### src/rtl/dm_access_unit.sv
// rtl/dm_access_unit.sv - load/store initiator for the 128-byte data memory
// Loads are single big-endian word reads; stores are sequenced one byte per clock.
module dm_access_unit #(
    parameter int DATA_MEM_SIZE = 128
) (
    input  logic        clk,
    input  logic        rst,
    input  logic        req_valid,
    output logic        req_ready,
    input  logic        req_write,
    input  logic [1:0]  req_size,
    input  logic        req_unsigned,
    input  logic [31:0] req_addr,
    input  logic [31:0] req_wdata,
    output logic        resp_valid,
    output logic [31:0] resp_rdata,
    output logic        resp_err,
    output logic [31:0] MemAddr,
    output logic [31:0] MemWriteData,
    output logic        MemWrite,
    output logic        MemRead,
    input  logic [31:0] MemReadData
);

    typedef enum logic [1:0] {IDLE, READ, WRITE, RESP} state_t;

    state_t      state, stateNext;
    logic [31:0] addrReg, wdataReg, rdataReg;
    logic [1:0]  sizeReg;
    logic        unsReg, errReg;
    logic [1:0]  byteCnt;

    logic        accept;
    logic [2:0]  reqLen;
    logic [32:0] lastAddr;
    logic        reqErr;
    logic [1:0]  lastK, shiftAmt;
    logic [31:0] shiftedData;
    logic [31:0] loadValue;

    assign accept = req_valid && req_ready;

    always_comb begin
        case (req_size)
            2'b00:   reqLen = 3'd1;
            2'b01:   reqLen = 3'd2;
            default: reqLen = 3'd4;
        endcase
    end

    // 33-bit sum so addresses near 2^32 cannot wrap back into range
    assign lastAddr = {1'b0, req_addr} + {30'b0, reqLen} - 33'd1;
    assign reqErr   = (req_size == 2'b11)
                   || (req_size == 2'b01 && req_addr[0])
                   || (req_size == 2'b10 && req_addr[1:0] != 2'b00)
                   || (lastAddr > 33'(DATA_MEM_SIZE - 1));

    // Byte k of an N-byte store is the k-th most significant of the low N bytes
    assign lastK       = (sizeReg == 2'b10) ? 2'd3 : (sizeReg == 2'b01) ? 2'd1 : 2'd0;
    assign shiftAmt    = lastK - byteCnt;
    assign shiftedData = wdataReg >> {shiftAmt, 3'b000};

    always_comb begin
        case (sizeReg)
            2'b00:   loadValue = {{24{~unsReg & MemReadData[31]}}, MemReadData[31:24]};
            2'b01:   loadValue = {{16{~unsReg & MemReadData[31]}}, MemReadData[31:16]};
            default: loadValue = MemReadData;
        endcase
    end

    always_comb begin
        stateNext    = state;
        req_ready    = 1'b0;
        resp_valid   = 1'b0;
        resp_rdata   = 32'd0;
        resp_err     = 1'b0;
        MemRead      = 1'b0;
        MemWrite     = 1'b0;
        MemAddr      = 32'd0;
        MemWriteData = 32'd0;
        case (state)
            IDLE: begin
                req_ready = 1'b1;
                if (req_valid && !rst) begin
                    if (reqErr)         stateNext = RESP;
                    else if (req_write) stateNext = WRITE;
                    else                stateNext = READ;
                end
            end
            READ: begin
                MemRead   = 1'b1;
                MemAddr   = addrReg;
                stateNext = RESP;
            end
            WRITE: begin
                MemWrite     = 1'b1;
                MemAddr      = addrReg + {30'b0, byteCnt};
                MemWriteData = {24'b0, shiftedData[7:0]};
                if (byteCnt == lastK) stateNext = RESP;
            end
            RESP: begin
                resp_valid = 1'b1;
                resp_rdata = rdataReg;
                resp_err   = errReg;
                stateNext  = IDLE;
            end
            default: stateNext = IDLE;
        endcase
        // Reset forces idle outputs immediately so no further byte is committed
        if (rst) begin
            req_ready    = 1'b0;
            resp_valid   = 1'b0;
            resp_rdata   = 32'd0;
            resp_err     = 1'b0;
            MemRead      = 1'b0;
            MemWrite     = 1'b0;
            MemAddr      = 32'd0;
            MemWriteData = 32'd0;
        end
    end

    always_ff @(posedge clk) begin
        if (rst) begin
            state    <= IDLE;
            addrReg  <= 32'd0;
            wdataReg <= 32'd0;
            rdataReg <= 32'd0;
            sizeReg  <= 2'd0;
            unsReg   <= 1'b0;
            errReg   <= 1'b0;
            byteCnt  <= 2'd0;
        end else begin
            state <= stateNext;
            if (accept) begin
                addrReg  <= req_addr;
                wdataReg <= req_wdata;
                sizeReg  <= req_size;
                unsReg   <= req_unsigned;
                errReg   <= reqErr;
                rdataReg <= 32'd0;
                byteCnt  <= 2'd0;
            end
            if (state == READ)  rdataReg <= loadValue;
            if (state == WRITE) byteCnt  <= byteCnt + 2'd1;
        end
    end

endmodule

### config.mk
export PLATFORM = sky130hd
export DESIGN_NAME = dm_access_unit
export DESIGN_NICKNAME = d
export VERILOG_FILES = /design/src/rtl/dm_access_unit.sv
export SDC_FILE = /design/constraint.sdc
export NUM_CORES = 1
export LEC_CHECK = 0
export ABC_AREA = 1
export ABC_CLOCK_PERIOD_IN_PS = 3550
export CAP_MARGIN = 40
export CORE_AREA = 3 3 186 188
export CTS_CLUSTER_SIZE = 25
export DETAILED_ROUTE_END_ITERATION = 10
export DIE_AREA = 0 0 189 191
export SLEW_MARGIN = 25
export SYNTH_ARGS = -nofsm -noshare
export SYNTH_HDL_FRONTEND = slang
export SYNTH_SLANG_ARGS = --single-unit
### constraint.sdc
create_clock -name clk -period 3.55 [get_ports clk]
set_input_delay 0.5325 -clock clk [delete_from_list [all_inputs] [get_ports clk]]
set_output_delay 0.5325 -clock clk [all_outputs]
set_load 0.01 [all_outputs]
==> results of run 1 <==
[worst max-delay path: stages, from the launching register on]
cell             delay (ps)
dfxtp_4                 370
ha_4                    140
fa_2                    200
nand2_2                  80
nor2_4                  140
nand2_4                  70
nor3_4                  220
nand2_4                 120
nor3_4                  210
nand3_2                 120
nor2_2                  130
nand3_2                 120
o211ai_1                190
a21oi_1                 120
clkdlybuf4s15_1         260
[cell usage after synthesis (12+ instances only)]
| cell type | count | area (sq um) |
|---|---|---|
| a21oi_1 | 116 | 581 |
| buf_4 | 24 | 180 |
| clkbuf_1 | 44 | 165 |
| dfxtp_1 | 104 | 2080 |
| ha_1 | 44 | 551 |
| inv_1 | 202 | 758 |
| nand2_1 | 320 | 1200 |
| nand3_1 | 101 | 505 |
| nor2_1 | 112 | 420 |
| nor2_2 | 12 | 75.1 |
| nor3_1 | 16 | 80.1 |
| o21ai_0 | 127 | 636 |
| o22ai_1 | 17 | 106 |
[routing by layer]
layer | GRT usage (%) | vias up | wire, um
li1 | - | 4700 | -
met1 | 21.3 | 4158 | 13700
met2 | 25.5 | 286 | 13200
met3 | 2.27 | 40 | 1690
met4 | 5.41 | 0 | 843
met5 | 0 | - | 0
[through the flow]
step                total power, uW  setup WS, ps  hold slack [ps]  utilization (%)
floorplan                      2990           774              424                -
global placement               3730          42.1              435             31.5
detailed placement             3750         -54.4              441             31.5
CTS                            4760         -13.4              452             32.4
global route                   5130         -33.2              473             32.8
finish                         4750           163              449             32.8
[cells by family after synthesis]
group | Yosys count | share of synthesized area [%]
flops | 104 | 25.2
fa+ha+maj | 46 | 7.15
other cells | 1 | 0.0454
xor+xnor | 5 | 0.530
compound gates | 307 | 20.5
buf+inv | 289 | 14.2
simple gates | 606 | 32.4
[cell type report]
class                           instances  area share [%]
Clock inverter                          7           0.562
Timing Repair Buffer                  202            17.8
Multi-Input combinational cell        988            48.0
Clock buffer                            9            2.07
Sequential cell                       104            19.1
Tap cell                              448            5.14
Inverter                              213            7.35
[power by group through the flow]
stage          sequential [uW]  clock (uW)  combinational, uW
6_report                  1630         983               2130
5_1_grt                   1670        1070               2390
4_1_cts                   1620        1020               2120
3_5_place_dp              1650           0               2100
3_3_place_gp              1640           0               2090
2_1_floorplan             1590           0               1400
[state kept, by name, indices dropped and copies added (netlist names)]
| register | flops |
|---|---|
| sizeReg | 2 |
| byteCnt | 2 |
| errReg | 1 |
| addrReg | 32 |
| wdataReg | 32 |
| state | 2 |
| rdataReg | 32 |
| unsReg | 1 |
[timing repair]
item,in CTS,in global routing
setup endpoints to repair,15,14
setup buffers,0,4
gates cloned,0,0
pin swaps,1,9
resized for setup,30,35
[final timing paths]
kind,end,cells past startpoint
setup / recovery,MemAddr[20],14
hold / removal,wdataReg[14]$_SDFFE_PP0P_,2
setup reg to reg,rdataReg[17]$_SDFFE_PP0P_,8
hold reg to reg,wdataReg[14]$_SDFFE_PP0P_,2
==> reports/results.tsv, run 1 <==
stage	metric	value	unit
power_and_ir_drop	Sw Pwr	2070	uW
floorplanning	Initial Util	24.8	%
synth	predominant post-synthesis flop cell	dfxtp_1	
global_routing	gr usage total	15.7	%
cells_and_area	Final Cell Area	10900	sq um
placement	final RePlAce weighted congestion	0.930	
cells_and_area	commonest non-fill, non-tap cells in the layout	319 x nand2_1, 201 x inv_1, 164 x clkdlybuf4s50_1	
power_and_ir_drop	Comb power frac	44.9	%
cts	Root Driver	clkbuf_16	
sta	fmax	0.295	GHz
floorplanning	Die H	191	um
detailed_routing	Post-route DRC	0	
global_routing	initial antenna violation count	0	
worst_setup_path	Worst Setup End Kind	output port	
synth	synthesized area per cell	6.09	sq um
sta	Slew Viols, Final	0	
global_routing	number of global-route vias before repair	8594	
detailed_routing	Final ANT Viol Nets	0	
sta	final hold violation count	0	
flow_run	max-cap violations	0	
sta	RSZ-0062 raised after global routing	true	
synth	Synth cell types	50	
outcome	status	finished clean	
cts	clk_lat worst skew	360	ps
detailed_routing	DRT Wirelength	29400	um
worst_setup_path	crit path max fanout	4	
synth	synthesized area	8260	sq um
detailed_routing	Vias	9184	
power_and_ir_drop	Clock Power Share	20.7	%
cells_and_area	Layout area overhead	32.0	%
floorplanning	width of the die	189	um
global_routing	Overflow after GRT	0	
cells_and_area	non-filler cells, final	1971	
cts	hold buffers post-CTS	0	
cells_and_area	most common cell after layout, fill and taps aside	nand2_1	
placement	IO buf count	179	
cts	CTS Sinks	104	
synth	post-synthesis sequential area ratio	25.2	%
global_routing	largest net degree at the start of global routing	106	
worst_setup_path	worst reg2reg setup slack	840	ps
cells_and_area	Multi-input gate area	5230	sq um
synth	EDFF count, synth	0	
cts	H-tree depth	3	
floorplanning	Core Region	33300	sq um
global_routing	first-pass GRT wire length	45600	um
cells_and_area	FF/Latch Area	2090	sq um
cts	CTS buffer count	9	
cells_and_area	Antenna Cells	0	
worst_setup_path	Critical Path Source	addrReg[0]$_SDFFE_PP0P_	
cts	Clk pin slew, worst setup/hold paths	70	ps
cells_and_area	Fill cells	3703	
power_and_ir_drop	P_int	2680	uW
synth	Syn. warnings	0	
worst_setup_path	Worst Path Required	3020	ps
min_path	Hold WC Path Type	register to register	
cells_and_area	fraction of layout cells with a size suffix above 1	7.42	%
detailed_routing	initial drt markers	605	
floorplanning	I/O Pins	204	
worst_setup_path	RR Startpoint	sizeReg[1]$_SDFFE_PP0P_	
min_path	hold_sp	wdataReg[14]$_SDFFE_PP0P_	
cts	CTS tree	done	
worst_setup_path	CP arrival	2850	ps
synth	FFs w/ async S/R, synth	0	%
synth	Mapped Cells	1358	
power_and_ir_drop	Net Sw Frac	43.6	%
sta	skew final	9.52	ps
floorplanning	standard-cell rows	67	
power_and_ir_drop	Pleak	0.00462	uW
synth	Yosys reg bits	104	
floorplanning	DIE AREA	36100	sq um
cts	maximum root-to-sink buffer count	2	
power_and_ir_drop	Worst VDD drop	226	uV
sta	worst slew pin tran	719	ps
cells_and_area	Layout Nets	1667	
sta	Tcrit/Tclk final	95.4	%
power_and_ir_drop	pwr/cell area	435	nW/um^2
detailed_routing	Vias/cell	4.66	
sta	fin crit period	3390	ps
sta	Rel. slew slack	52.1	%
worst_setup_path	worst setup path class	register to output port	
sta	setup_tns	0	ps
worst_setup_path	Worst Setup Start Kind	register	
power_and_ir_drop	Seq pwr share	34.4	%
detailed_routing	Pre-Repair DR Iteration Count	6	
sta	Final Setup Violations	0	
placement	dpl cells	1951	
detailed_routing	post-DR wirelength/cell	14.9	um
placement	DP Area	10500	sq um
placement	post-DP HPWL	23600	um
Note: power is estimated with default switching activity, not from simulation.
==> inputs of run 2 (changes only) <==
Settings changed: SLEW_MARGIN 25 to 20.
==> results of run 2 <==
Final layout, timing and power as in run 1 (identical DEF).
